==> src/rtl/noc_router_pkg.sv <==
// Shared NoC router types and helpers: switch-allocator FSM states and the
// cyclic first-set search used for round-robin arbitration.
package noc_router_pkg;

    typedef enum logic {
        ARB_IDLE,
        ARB_LOCKED
    } arb_state_e;

    localparam int unsigned MAX_INPUTS = 32;

    function automatic int unsigned sel_width_for(input int unsigned n);
        return (n > 1) ? $clog2(n) : 1;
    endfunction

    // Index of the first set bit of req at or after ptr, wrapping at n; 0 when none is set.
    function automatic int unsigned rr_first_index(input logic [MAX_INPUTS-1:0] req,
                                                   input int unsigned ptr,
                                                   input int unsigned n);
        int unsigned idx;
        logic        found;
        rr_first_index = 0;
        found          = 1'b0;
        for (int unsigned k = 0; k < MAX_INPUTS; k++) begin
            idx = ptr + k;
            if (idx >= n) begin
                idx = idx - n;
            end
            if ((k < n) && !found && req[idx[4:0]]) begin
                found          = 1'b1;
                rr_first_index = idx;
            end
        end
    endfunction

endpackage

==> src/rtl/noc_output_arbiter_if.sv <==
// Request/grant bundle between the input buffers/crossbar and one output's
// switch allocator. master = input-buffer side, slave = allocator.
interface noc_output_arbiter_if
    import noc_router_pkg::*;
#(
    parameter int NUM_INPUTS = 5,
    parameter int SEL_WIDTH  = sel_width_for(NUM_INPUTS)
);
    logic [NUM_INPUTS-1:0] valid_in;
    logic [NUM_INPUTS-1:0] is_tail_in;
    logic [NUM_INPUTS-1:0] turn_disable_in;
    logic [NUM_INPUTS-1:0] pop_out;
    logic [SEL_WIDTH-1:0]  sel_out;
    logic                  send_out;
    logic                  is_tail_out;

    modport master (
        output valid_in,
        output is_tail_in,
        output turn_disable_in,
        input  pop_out,
        input  sel_out,
        input  send_out,
        input  is_tail_out
    );

    modport slave (
        input  valid_in,
        input  is_tail_in,
        input  turn_disable_in,
        output pop_out,
        output sel_out,
        output send_out,
        output is_tail_out
    );

endinterface

==> src/rtl/noc_rr_picker.sv <==
// Combinational cyclic priority picker: first eligible input at or after the
// round-robin pointer.
module noc_rr_picker
    import noc_router_pkg::*;
#(
    parameter int NUM_INPUTS = 5,
    parameter int SEL_WIDTH  = sel_width_for(NUM_INPUTS)
) (
    input  logic [NUM_INPUTS-1:0] eligible_i,
    input  logic [SEL_WIDTH-1:0]  ptr_i,
    output logic [SEL_WIDTH-1:0]  index_o,
    output logic                  found_o
);

    logic [MAX_INPUTS-1:0] req;

    always_comb begin
        req                   = '0;
        req[NUM_INPUTS-1:0]   = eligible_i;
        index_o               = SEL_WIDTH'(rr_first_index(req, 32'(ptr_i), NUM_INPUTS));
        found_o               = |eligible_i;
    end

endmodule

==> src/rtl/noc_output_arbiter.sv <==
// Per-output wormhole switch allocator: round-robin grant held head to tail,
// downstream credit tracking. Optional counters under NOC_OUTPUT_ARB_STATS_EN.
module noc_output_arbiter
    import noc_router_pkg::*;
#(
    parameter  int NUM_INPUTS        = 5,
    parameter  int FLIT_BUFFER_DEPTH = 1,
    localparam int SEL_WIDTH         = sel_width_for(NUM_INPUTS),
    localparam int CREDIT_WIDTH      = $clog2(FLIT_BUFFER_DEPTH + 1)
) (
    input  logic                    clk_noc,
    input  logic                    rst_noc_sync,
    noc_output_arbiter_if.slave     arb_if,
    input  logic                    credit_in,
    output logic [CREDIT_WIDTH-1:0] credit_count_out,
    output logic                    busy_out
`ifdef NOC_OUTPUT_ARB_STATS_EN
    ,
    output logic [31:0]             flit_count_out,
    output logic [31:0]             stall_count_out
`endif
);

    localparam logic [CREDIT_WIDTH-1:0] CREDIT_MAX = CREDIT_WIDTH'(FLIT_BUFFER_DEPTH);
    localparam logic [SEL_WIDTH-1:0]    LAST_INPUT = SEL_WIDTH'(NUM_INPUTS - 1);

    arb_state_e              state_q, state_d;
    logic [SEL_WIDTH-1:0]    sel_q, sel_d;
    logic [SEL_WIDTH-1:0]    rr_q, rr_d;
    logic [CREDIT_WIDTH-1:0] credits_q, credits_d;

    logic [NUM_INPUTS-1:0]   eligible;
    logic [NUM_INPUTS-1:0]   pop;
    logic [SEL_WIDTH-1:0]    pick_idx;
    logic                    pick_found;
    logic                    has_credit;
    logic                    send;
    logic                    tail_send;

    // Turn-disabled inputs never enter arbitration; the mask only matters in IDLE.
    assign eligible   = arb_if.valid_in & ~arb_if.turn_disable_in;
    assign has_credit = (credits_q != '0);

    noc_rr_picker #(
        .NUM_INPUTS (NUM_INPUTS),
        .SEL_WIDTH  (SEL_WIDTH)
    ) u_picker (
        .eligible_i (eligible),
        .ptr_i      (rr_q),
        .index_o    (pick_idx),
        .found_o    (pick_found)
    );

    always_comb begin
        state_d   = state_q;
        sel_d     = sel_q;
        rr_d      = rr_q;
        send      = 1'b0;
        tail_send = 1'b0;
        pop       = '0;
        case (state_q)
            ARB_IDLE: begin
                if (pick_found) begin
                    sel_d   = pick_idx;
                    state_d = ARB_LOCKED;
                end
            end
            ARB_LOCKED: begin
                // Other requesters are ignored until the locked packet's tail leaves.
                send      = arb_if.valid_in[sel_q] & has_credit;
                tail_send = send & arb_if.is_tail_in[sel_q];
                if (send) begin
                    pop[sel_q] = 1'b1;
                end
                if (tail_send) begin
                    state_d = ARB_IDLE;
                    rr_d    = (sel_q == LAST_INPUT) ? '0 : sel_q + SEL_WIDTH'(1);
                end
            end
            default: begin
                state_d = ARB_IDLE;
            end
        endcase
    end

    always_comb begin
        credits_d = credits_q;
        if (send && !credit_in) begin
            credits_d = credits_q - CREDIT_WIDTH'(1);
        end else if (credit_in && !send && (credits_q != CREDIT_MAX)) begin
            credits_d = credits_q + CREDIT_WIDTH'(1);
        end
    end

    always_ff @(posedge clk_noc) begin
        if (rst_noc_sync) begin
            state_q   <= ARB_IDLE;
            sel_q     <= '0;
            rr_q      <= '0;
            credits_q <= CREDIT_MAX;
        end else begin
            state_q   <= state_d;
            sel_q     <= sel_d;
            rr_q      <= rr_d;
            credits_q <= credits_d;
        end
    end

    assign arb_if.pop_out     = pop;
    assign arb_if.sel_out     = sel_q;
    assign arb_if.send_out    = send;
    assign arb_if.is_tail_out = tail_send;
    assign credit_count_out   = credits_q;
    assign busy_out           = (state_q == ARB_LOCKED);

`ifdef NOC_OUTPUT_ARB_STATS_EN
    logic [31:0] flit_cnt_q, flit_cnt_d;
    logic [31:0] stall_cnt_q, stall_cnt_d;

    // A stall is a locked cycle where the flit is waiting purely on downstream credit.
    always_comb begin
        flit_cnt_d  = flit_cnt_q;
        stall_cnt_d = stall_cnt_q;
        if (send) begin
            flit_cnt_d = flit_cnt_q + 32'd1;
        end
        if ((state_q == ARB_LOCKED) && arb_if.valid_in[sel_q] && !has_credit) begin
            stall_cnt_d = stall_cnt_q + 32'd1;
        end
    end

    always_ff @(posedge clk_noc) begin
        if (rst_noc_sync) begin
            flit_cnt_q  <= '0;
            stall_cnt_q <= '0;
        end else begin
            flit_cnt_q  <= flit_cnt_d;
            stall_cnt_q <= stall_cnt_d;
        end
    end

    assign flit_count_out  = flit_cnt_q;
    assign stall_count_out = stall_cnt_q;
`endif

    credit_overflow_a: assert property (@(posedge clk_noc) disable iff (rst_noc_sync)
        !(credit_in && !send && (credits_q == CREDIT_MAX)));

    pop_onehot_a: assert property (@(posedge clk_noc) disable iff (rst_noc_sync)
        $onehot0(pop));

    grant_hold_a: assert property (@(posedge clk_noc) disable iff (rst_noc_sync)
        ((state_q == ARB_LOCKED) && !tail_send) |=> $stable(sel_q));

endmodule

==> src/flat_wrapper.sv <==
// flat-port wrapper written by rule: the top's interface ports become plain ports
module noc_output_arbiter_flat import noc_router_pkg::*;
#(
    parameter  int NUM_INPUTS        = 5,
    parameter  int FLIT_BUFFER_DEPTH = 1,
    localparam int SEL_WIDTH         = sel_width_for(NUM_INPUTS),
    localparam int CREDIT_WIDTH      = $clog2(FLIT_BUFFER_DEPTH + 1)
)
  (clk_noc, rst_noc_sync, credit_in, credit_count_out, busy_out, arb_if_valid_in, arb_if_is_tail_in, arb_if_turn_disable_in, arb_if_pop_out, arb_if_sel_out, arb_if_send_out, arb_if_is_tail_out);
  noc_output_arbiter_if #(.NUM_INPUTS(NUM_INPUTS)) arb_if_i ();
  input  logic clk_noc;
  input  logic rst_noc_sync;
  input  logic credit_in;
  output logic [CREDIT_WIDTH-1:0] credit_count_out;
  output logic busy_out;
  input wire logic [$bits(arb_if_i.valid_in)-1:0] arb_if_valid_in;
  input wire logic [$bits(arb_if_i.is_tail_in)-1:0] arb_if_is_tail_in;
  input wire logic [$bits(arb_if_i.turn_disable_in)-1:0] arb_if_turn_disable_in;
  output wire logic [$bits(arb_if_i.pop_out)-1:0] arb_if_pop_out;
  output wire logic [$bits(arb_if_i.sel_out)-1:0] arb_if_sel_out;
  output wire logic [$bits(arb_if_i.send_out)-1:0] arb_if_send_out;
  output wire logic [$bits(arb_if_i.is_tail_out)-1:0] arb_if_is_tail_out;
  assign arb_if_i.valid_in = arb_if_valid_in;
  assign arb_if_i.is_tail_in = arb_if_is_tail_in;
  assign arb_if_i.turn_disable_in = arb_if_turn_disable_in;
  assign arb_if_pop_out = arb_if_i.pop_out;
  assign arb_if_sel_out = arb_if_i.sel_out;
  assign arb_if_send_out = arb_if_i.send_out;
  assign arb_if_is_tail_out = arb_if_i.is_tail_out;
  noc_output_arbiter #(.NUM_INPUTS(NUM_INPUTS), .FLIT_BUFFER_DEPTH(FLIT_BUFFER_DEPTH)) u_core (.clk_noc(clk_noc), .rst_noc_sync(rst_noc_sync), .arb_if(arb_if_i), .credit_in(credit_in), .credit_count_out(credit_count_out), .busy_out(busy_out));
endmodule
==> config.mk <==
export PLATFORM = sky130hd
export DESIGN_NAME = noc_output_arbiter_flat
export DESIGN_NICKNAME = d
export VERILOG_FILES = /design/src/rtl/noc_router_pkg.sv /design/src/rtl/noc_output_arbiter_if.sv /design/src/rtl/noc_rr_picker.sv /design/src/rtl/noc_output_arbiter.sv /design/src/flat_wrapper.sv
export SDC_FILE = /design/constraint.sdc
export NUM_CORES = 1
export LEC_CHECK = 0
export BUFFER_PORTS_ARGS = -buffer_cell sky130_fd_sc_hd__buf_4
export CELL_PAD_IN_SITES_DETAIL_PLACEMENT = 0
export CELL_PAD_IN_SITES_GLOBAL_PLACEMENT = 1
export CORE_ASPECT_RATIO = 0.9
export CORE_MARGIN = 3
export CORE_UTILIZATION = 47
export CTS_BUF_LIST = sky130_fd_sc_hd__clkbuf_8
export DETAILED_ROUTE_END_ITERATION = 10
export PLACE_DENSITY = 0.86
export SLEW_MARGIN = 5
export SYNTH_ARGS = -nofsm -noshare
export SYNTH_HDL_FRONTEND = slang
export SYNTH_SLANG_ARGS = --single-unit
export TNS_END_PERCENT = 5
==> constraint.sdc <==
create_clock -name clk_noc -period 5.45 [get_ports clk_noc]
set_input_delay 0 -clock clk_noc [delete_from_list [all_inputs] [get_ports clk_noc]]
set_output_delay 0 -clock clk_noc [all_outputs]
set_load 0.01 [all_outputs]
**Yosys cells after proc, flatten, opt, wreduce, memory -nomap -nowiden**

Index checks and enable logic that the tools add are counted.

- Word-level logic and storage cells: 93
- Register bits after elaboration: 8
- Input bits: 18

- Reductions and logical operators: 18
- Add/subtract/negate cells: 12
- $lt $le $gt $ge: 12
- Equal/unequal tests: 1
- Mux-type cells: 40
- Bitwise gates (word level): 6

Operator list:

| operator | count |
|---|---|
| $mux 5 | 7 |
| $lt 5x6->1 const B | 5 |
| $bmux 1 s5 | 5 |
| $sub 4x3->5 const B | 4 |
| $mux 1 | 18 |
| $mux 3 | 6 |
| $ge 4x3->1 const B | 4 |
| $add 3x2->4 const B | 2 |
| $logic_and 1x1->1 | 8 |
| $bmux 1 s3 | 2 |
| $logic_not 1->1 | 6 |
| $and 5x5->5 | 1 |
| $not 5->5 | 1 |
| $reduce_or 5->1 | 1 |
| $add 3x1->4 const B | 1 |
| $add 3x3->4 const B | 1 |
| $lt 3x4->1 const B | 1 |
| $reduce_and 2->1 | 2 |
| $sub 3x3->4 const B | 1 |
| $add 3x1->3 const B | 1 |
| $demux 1 s3 | 1 |
| $eq 3x3->1 const B | 1 |
| $ge 3x1->1 const B | 1 |
| $ge 3x3->1 const B | 1 |
| 6 further kinds | 8 |

**Longest topological paths before layout**

- Depth in word-level cells: 17
- Mapped depth: 13
- Mapped depth without buffers: 12

**Modules after synthesis**

From an unflattened synthesis, not the netlist that was laid out.

- Cell total of the unflattened synthesis: 263
- Area total of the unflattened synthesis: 2,049.5 µm²

Modules (own cells, without submodules):

| module | instances | area an instance (µm²) | cells an instance |
|---|---|---|---|
| noc_rr_picker | 1 | 1,485.2 | 201 |
| noc_output_arbiter | 1 | 564.3 | 62 |

**Worst setup path after synthesis**

OpenSTA, ideal clock, no wires.

- Path kind: register to register
- Start: reg u_core.rr_q[1]
- End: reg u_core.sel_q[2] (netlist: u_core.arb_if.sel_out[2])
- Setup slack: 2,307 ps
- Clock period less this slack: 3,143 ps
- Stages on the path, launching flop included: 13
- Data arrival time: 3,074 ps
- Data required time: 5,381 ps
- Setup time: 69 ps
- Cell sequence: dfxtp_1 > clkbuf_1 > inv_1 > ha_1 > ha_1 > a211oi_1 > o22ai_2 > mux2i_1 > or3_4 > a31oi_4 > nor4_2 > or4_1 > o21ai_1

- Cells in the longest elaborated chain, start to end: 17

RTL lines:

| element | RTL line | RTL |
|---|---|---|
| start, declared | noc_output_arbiter.sv:29 | `logic [SEL_WIDTH-1:0] rr_q, rr_d;` |
| start signal, assigned | noc_output_arbiter.sv:104 | `rr_q <= rr_d;` |
| parallel branches: the longest is 16 deep, another holds $sub 4x3->5 | - |  |
| $mux 3 * | noc_router_pkg.sv:29 | `if ((k < n) && !found && req[idx[4:0]]) begin` |
| end signal, assigned | noc_output_arbiter.sv:103 | `sel_q <= sel_d;` |
| end, declared | noc_output_arbiter.sv:28 | `logic [SEL_WIDTH-1:0] sel_q, sel_d;` |

Every way passes the cells marked *. The select of a mux whose other input is x is not followed.
A chain may end at the register's enable or synchronous reset.

**Worst setup path after layout**

- Start: reg u_core.rr_q[1]
- End: reg u_core.sel_q[0] (netlist: u_core.arb_if.sel_out[0])

The elaborated chain is that of the path after synthesis.

==> impl_results.md <==
* Post-synth EDFFs at 0
* Worst skew pair latency at 230 ps
* Core area at 3810 um^2
* Drt first pass iters at 5
* Post-Synthesis Cells at 241
* Synth Area per Inst at 7.88 um^2
* Crit path capture type: flop
* Initial antenna violation count at 0
* GPL Wtd Cong at 0.936
* Mapped Area at 1900 um^2
* Register area share after synthesis at under 10%
* R2r setup slk at 1900 ps
* Fraction of final layout cells sized beyond drive strength 1 at 24.5%
* Synth unique cells at approximately 70
* Final ANT Viol Nets at 0
* Final Slew Violations at 0
* Total track usage at 20.7%
* Worst Tran Pin Value at 815 ps
* Leak at 0.854 nW
* Pint at 0.447 mW
* I/O pin count at 30
* Tcrit/Tclk final at 65.1%
* Die W at ~73 um
* Synth-to-Final Area Change at 11.7%
* Vias in the first global route at ~1600
* RSZ-0062 raised after global routing: false
* Worst R2R Start: u_core.rr_q[1]$_SDFFE_PP0P_
* Critical Path Fanout Max at 15
* Critical R2R Capture: u_core.arb_if.sel_out[0]$_SDFFE_PP0P_
* DRC viols at 0
* Most common cell after layout, fill and taps aside: buf_4
* Ys Warns at 0
* Reg2Reg Depth at 10
* Critical path type: flop to flop
* Routed vias/inst at 6.25
* Starting Density at 49.8%
* Crit path capture: u_core.arb_if.sel_out[0]$_SDFFE_PP0P_
* Routed WL per cell at about 17 um
* H-tree levels at 1
* Die Area at about 4800 um^2
* Largest net degree at the start of global routing at 30
* Combinational share of power at 78.4%
* Grt total ovfl at 0
* Die Span Y at 66.3 um
* Critical Path RT at 5610 ps
* Fin. Hold Viols at 0
* Reg power frac at 14.2%
* Slew HR at between 40% and 50%
* Worst-path clk slew at 40 ps
* Wirelength, routed at 5070 um
* Clock root buffer: clkbuf_8
* P per Cell Area at 446 nW/um^2
* Final Power at 0.946 mW
* Hold crit path type: input port to flop
* Final setup violation count at 0
* Global-route wire length before repair at 7890 um
* Row cnt at 21
* FMAX at between 0.2 and 0.3 GHz
* CTS max path bufs at 2
* Flops & latches, synth at 8
* NetSw at 0.499 mW
* Critical Path AT at approximately 3700 ps
* # clock sinks at 8
* Most frequent cells in the layout: 30 x buf_4, 22 x nor2_1, 16 x ha_1
* Cts repair resizes at 0
* Initial detailed-routing violation count at around 180
* Hpwl dp at 3880 um
* Clock Skews at 3.03 ps
* Peak VDD IR at 0.000197 V
* Period minus WS final at 3550 ps
* Synth Net Count at between 200 and 300
* Nets at 298
* Clock group share of total power at 7.4%
* CP Launch Point: u_core.rr_q[1]$_SDFFE_PP0P_
* Worst Setup Start Kind: flop
* I/O Buffers at 29
* TNS Setup at 0 ps
* Main flop type after synthesis: dfxtp_1
* ANT cells at 0
* Synth async-reset ratio at 0%
* Max-cap violations at 0
* Status: completed
* TritonCTS clock tree: yes
* Switching Share at 52.8%
* Routed vias at approximately 1900
* TritonCTS Buffers at 3
## how the worst min path moves through the flow
stage                 startpoint                                   end  slack, ps  cells past startpoint
floorplan              credit_in  u_core.credit_count_out$_SDFFE_PP1P_         90                      1
global placement       credit_in  u_core.credit_count_out$_SDFFE_PP1P_        180                      2
detailed placement     credit_in  u_core.credit_count_out$_SDFFE_PP1P_        190                      2
CTS                 rst_noc_sync            u_core.busy_out$_SDFF_PP0_         30                      2
global route        rst_noc_sync            u_core.busy_out$_SDFF_PP0_         40                      2
finish              rst_noc_sync            u_core.busy_out$_SDFF_PP0_         40                      2
## synthesized netlist by cell type, types with 2 or more instances
cell type  count  area, um^2
a31oi_1        6        37.5
or4_1          2        15.0
a211oi_1       4        30.0
a211o_1        2        17.5
nor2b_1        6        37.5
nand4_1        2        12.5
nor4_1         6        37.5
o211ai_2       2        25.0
mux2_2         6        67.6
nor3b_1        4        30.0
nand3_1        5        25.0
or3_1          2        12.5
o31a_1         2        17.5
a31oi_4        2        42.5
a21o_1         5        37.5
xnor2_1        3        26.3
or3b_1         2        17.5
a41oi_1        2        17.5
nor2_1        22        82.6
a22oi_1        3        22.5
a221oi_1       2        17.5
a211oi_2       2        25.0
buf_2          2        10.0
buf_6          5        56.3
buf_4          2        15.0
nor3_1         4        20.0
clkbuf_1       4        15.0
nand2b_1       8        50.1
mux2i_1       13         130
ha_1          16         200
o2bb2ai_1      2        17.5
o21ai_1        4        20.0
o22ai_1        2        12.5
a21oi_1       13        65.1
inv_2          3        11.3
o21ai_0        9        45.0
inv_1         11        41.3
nand2_1       12        45.0
dfxtp_1        8         160
nand3b_1       2        15.0
## stage by stage
stage,cells,worst slack (ps),instance area [um^2],utilization [%],hold WS (ps)
3_3_place_gp,303,2030,2070,54.3,183
3_5_place_dp,303,1970,2070,54.3,185
2_1_floorplan,241,2310,1900,-,94.4
6_report,307,1900,2120,55.7,37.2
5_1_grt,307,1610,2120,55.7,44.8
4_1_cts,307,1940,2120,55.7,33.9
## routing by layer
layer  wire [um]  part of all wire [%]  GRT usage [%]
met1        2440                    48           31.9
met4          32                  0.63           3.00
met3         318                   6.3           3.19
met2        2280                    45           30.2
met5           0                     0              0
## repair_timing
action                                 in CTS  in global routing
setup buffers                               0                  0
hold buffers                                1                  0
endpoints found under the hold margin       1                  0
## flip-flops by register name, indices dropped and copies added (netlist names)
name	cells
u_core.rr_q	3
u_core.arb_if.sel_out	3
u_core.busy_out	1
u_core.credit_count_out	1
## power by group through the flow
| stage | Clock (mW) | Combinational [mW] | Sequential (mW) |
|---|---|---|---|
| 2_1_floorplan | 0 | 0.617 | 0.102 |
| 3_3_place_gp | 0 | 0.735 | 0.134 |
| 3_5_place_dp | 0 | 0.730 | 0.135 |
| 4_1_cts | 0.0715 | 0.734 | 0.134 |
| 5_1_grt | 0.0739 | 0.813 | 0.143 |
| 6_report | 0.0699 | 0.741 | 0.135 |
## worst max-delay path, stage by stage (launching register included)
cell and delay (ps):
dfxtp_1 650, inv_1 330, ha_1 640, inv_2 140, mux2_2 290, mux4_2 440
mux2i_1 180, nor2_2 80, nor4_2 400, a221oi_1 170, o2bb2ai_1 150
## cell type report
type                            count  area (um^2)
Sequential cell                     8          160
Clock buffer                        3         41.3
Inverter                           14         52.6
Multi-Input combinational cell    205         1570
Fill cell                         367         1690
Tap cell                           46         57.6
Timing Repair Buffer               31          235
## logic make-up after synthesis
| kind of cell | share of synthesized area (%) |
|---|---|
| AND/OR/NAND/NOR | 26.9 |
| AO/OA/AOI/OAI | 30.0 |
| buffers and inverters | 8.63 |
| multiplexers | 12.2 |
| adder cells (fa/ha/maj) | 11.6 |
| flip-flops | 8.44 |
| XOR/XNOR | 2.24 |
Note: power is estimated with default switching activity, not from simulation.
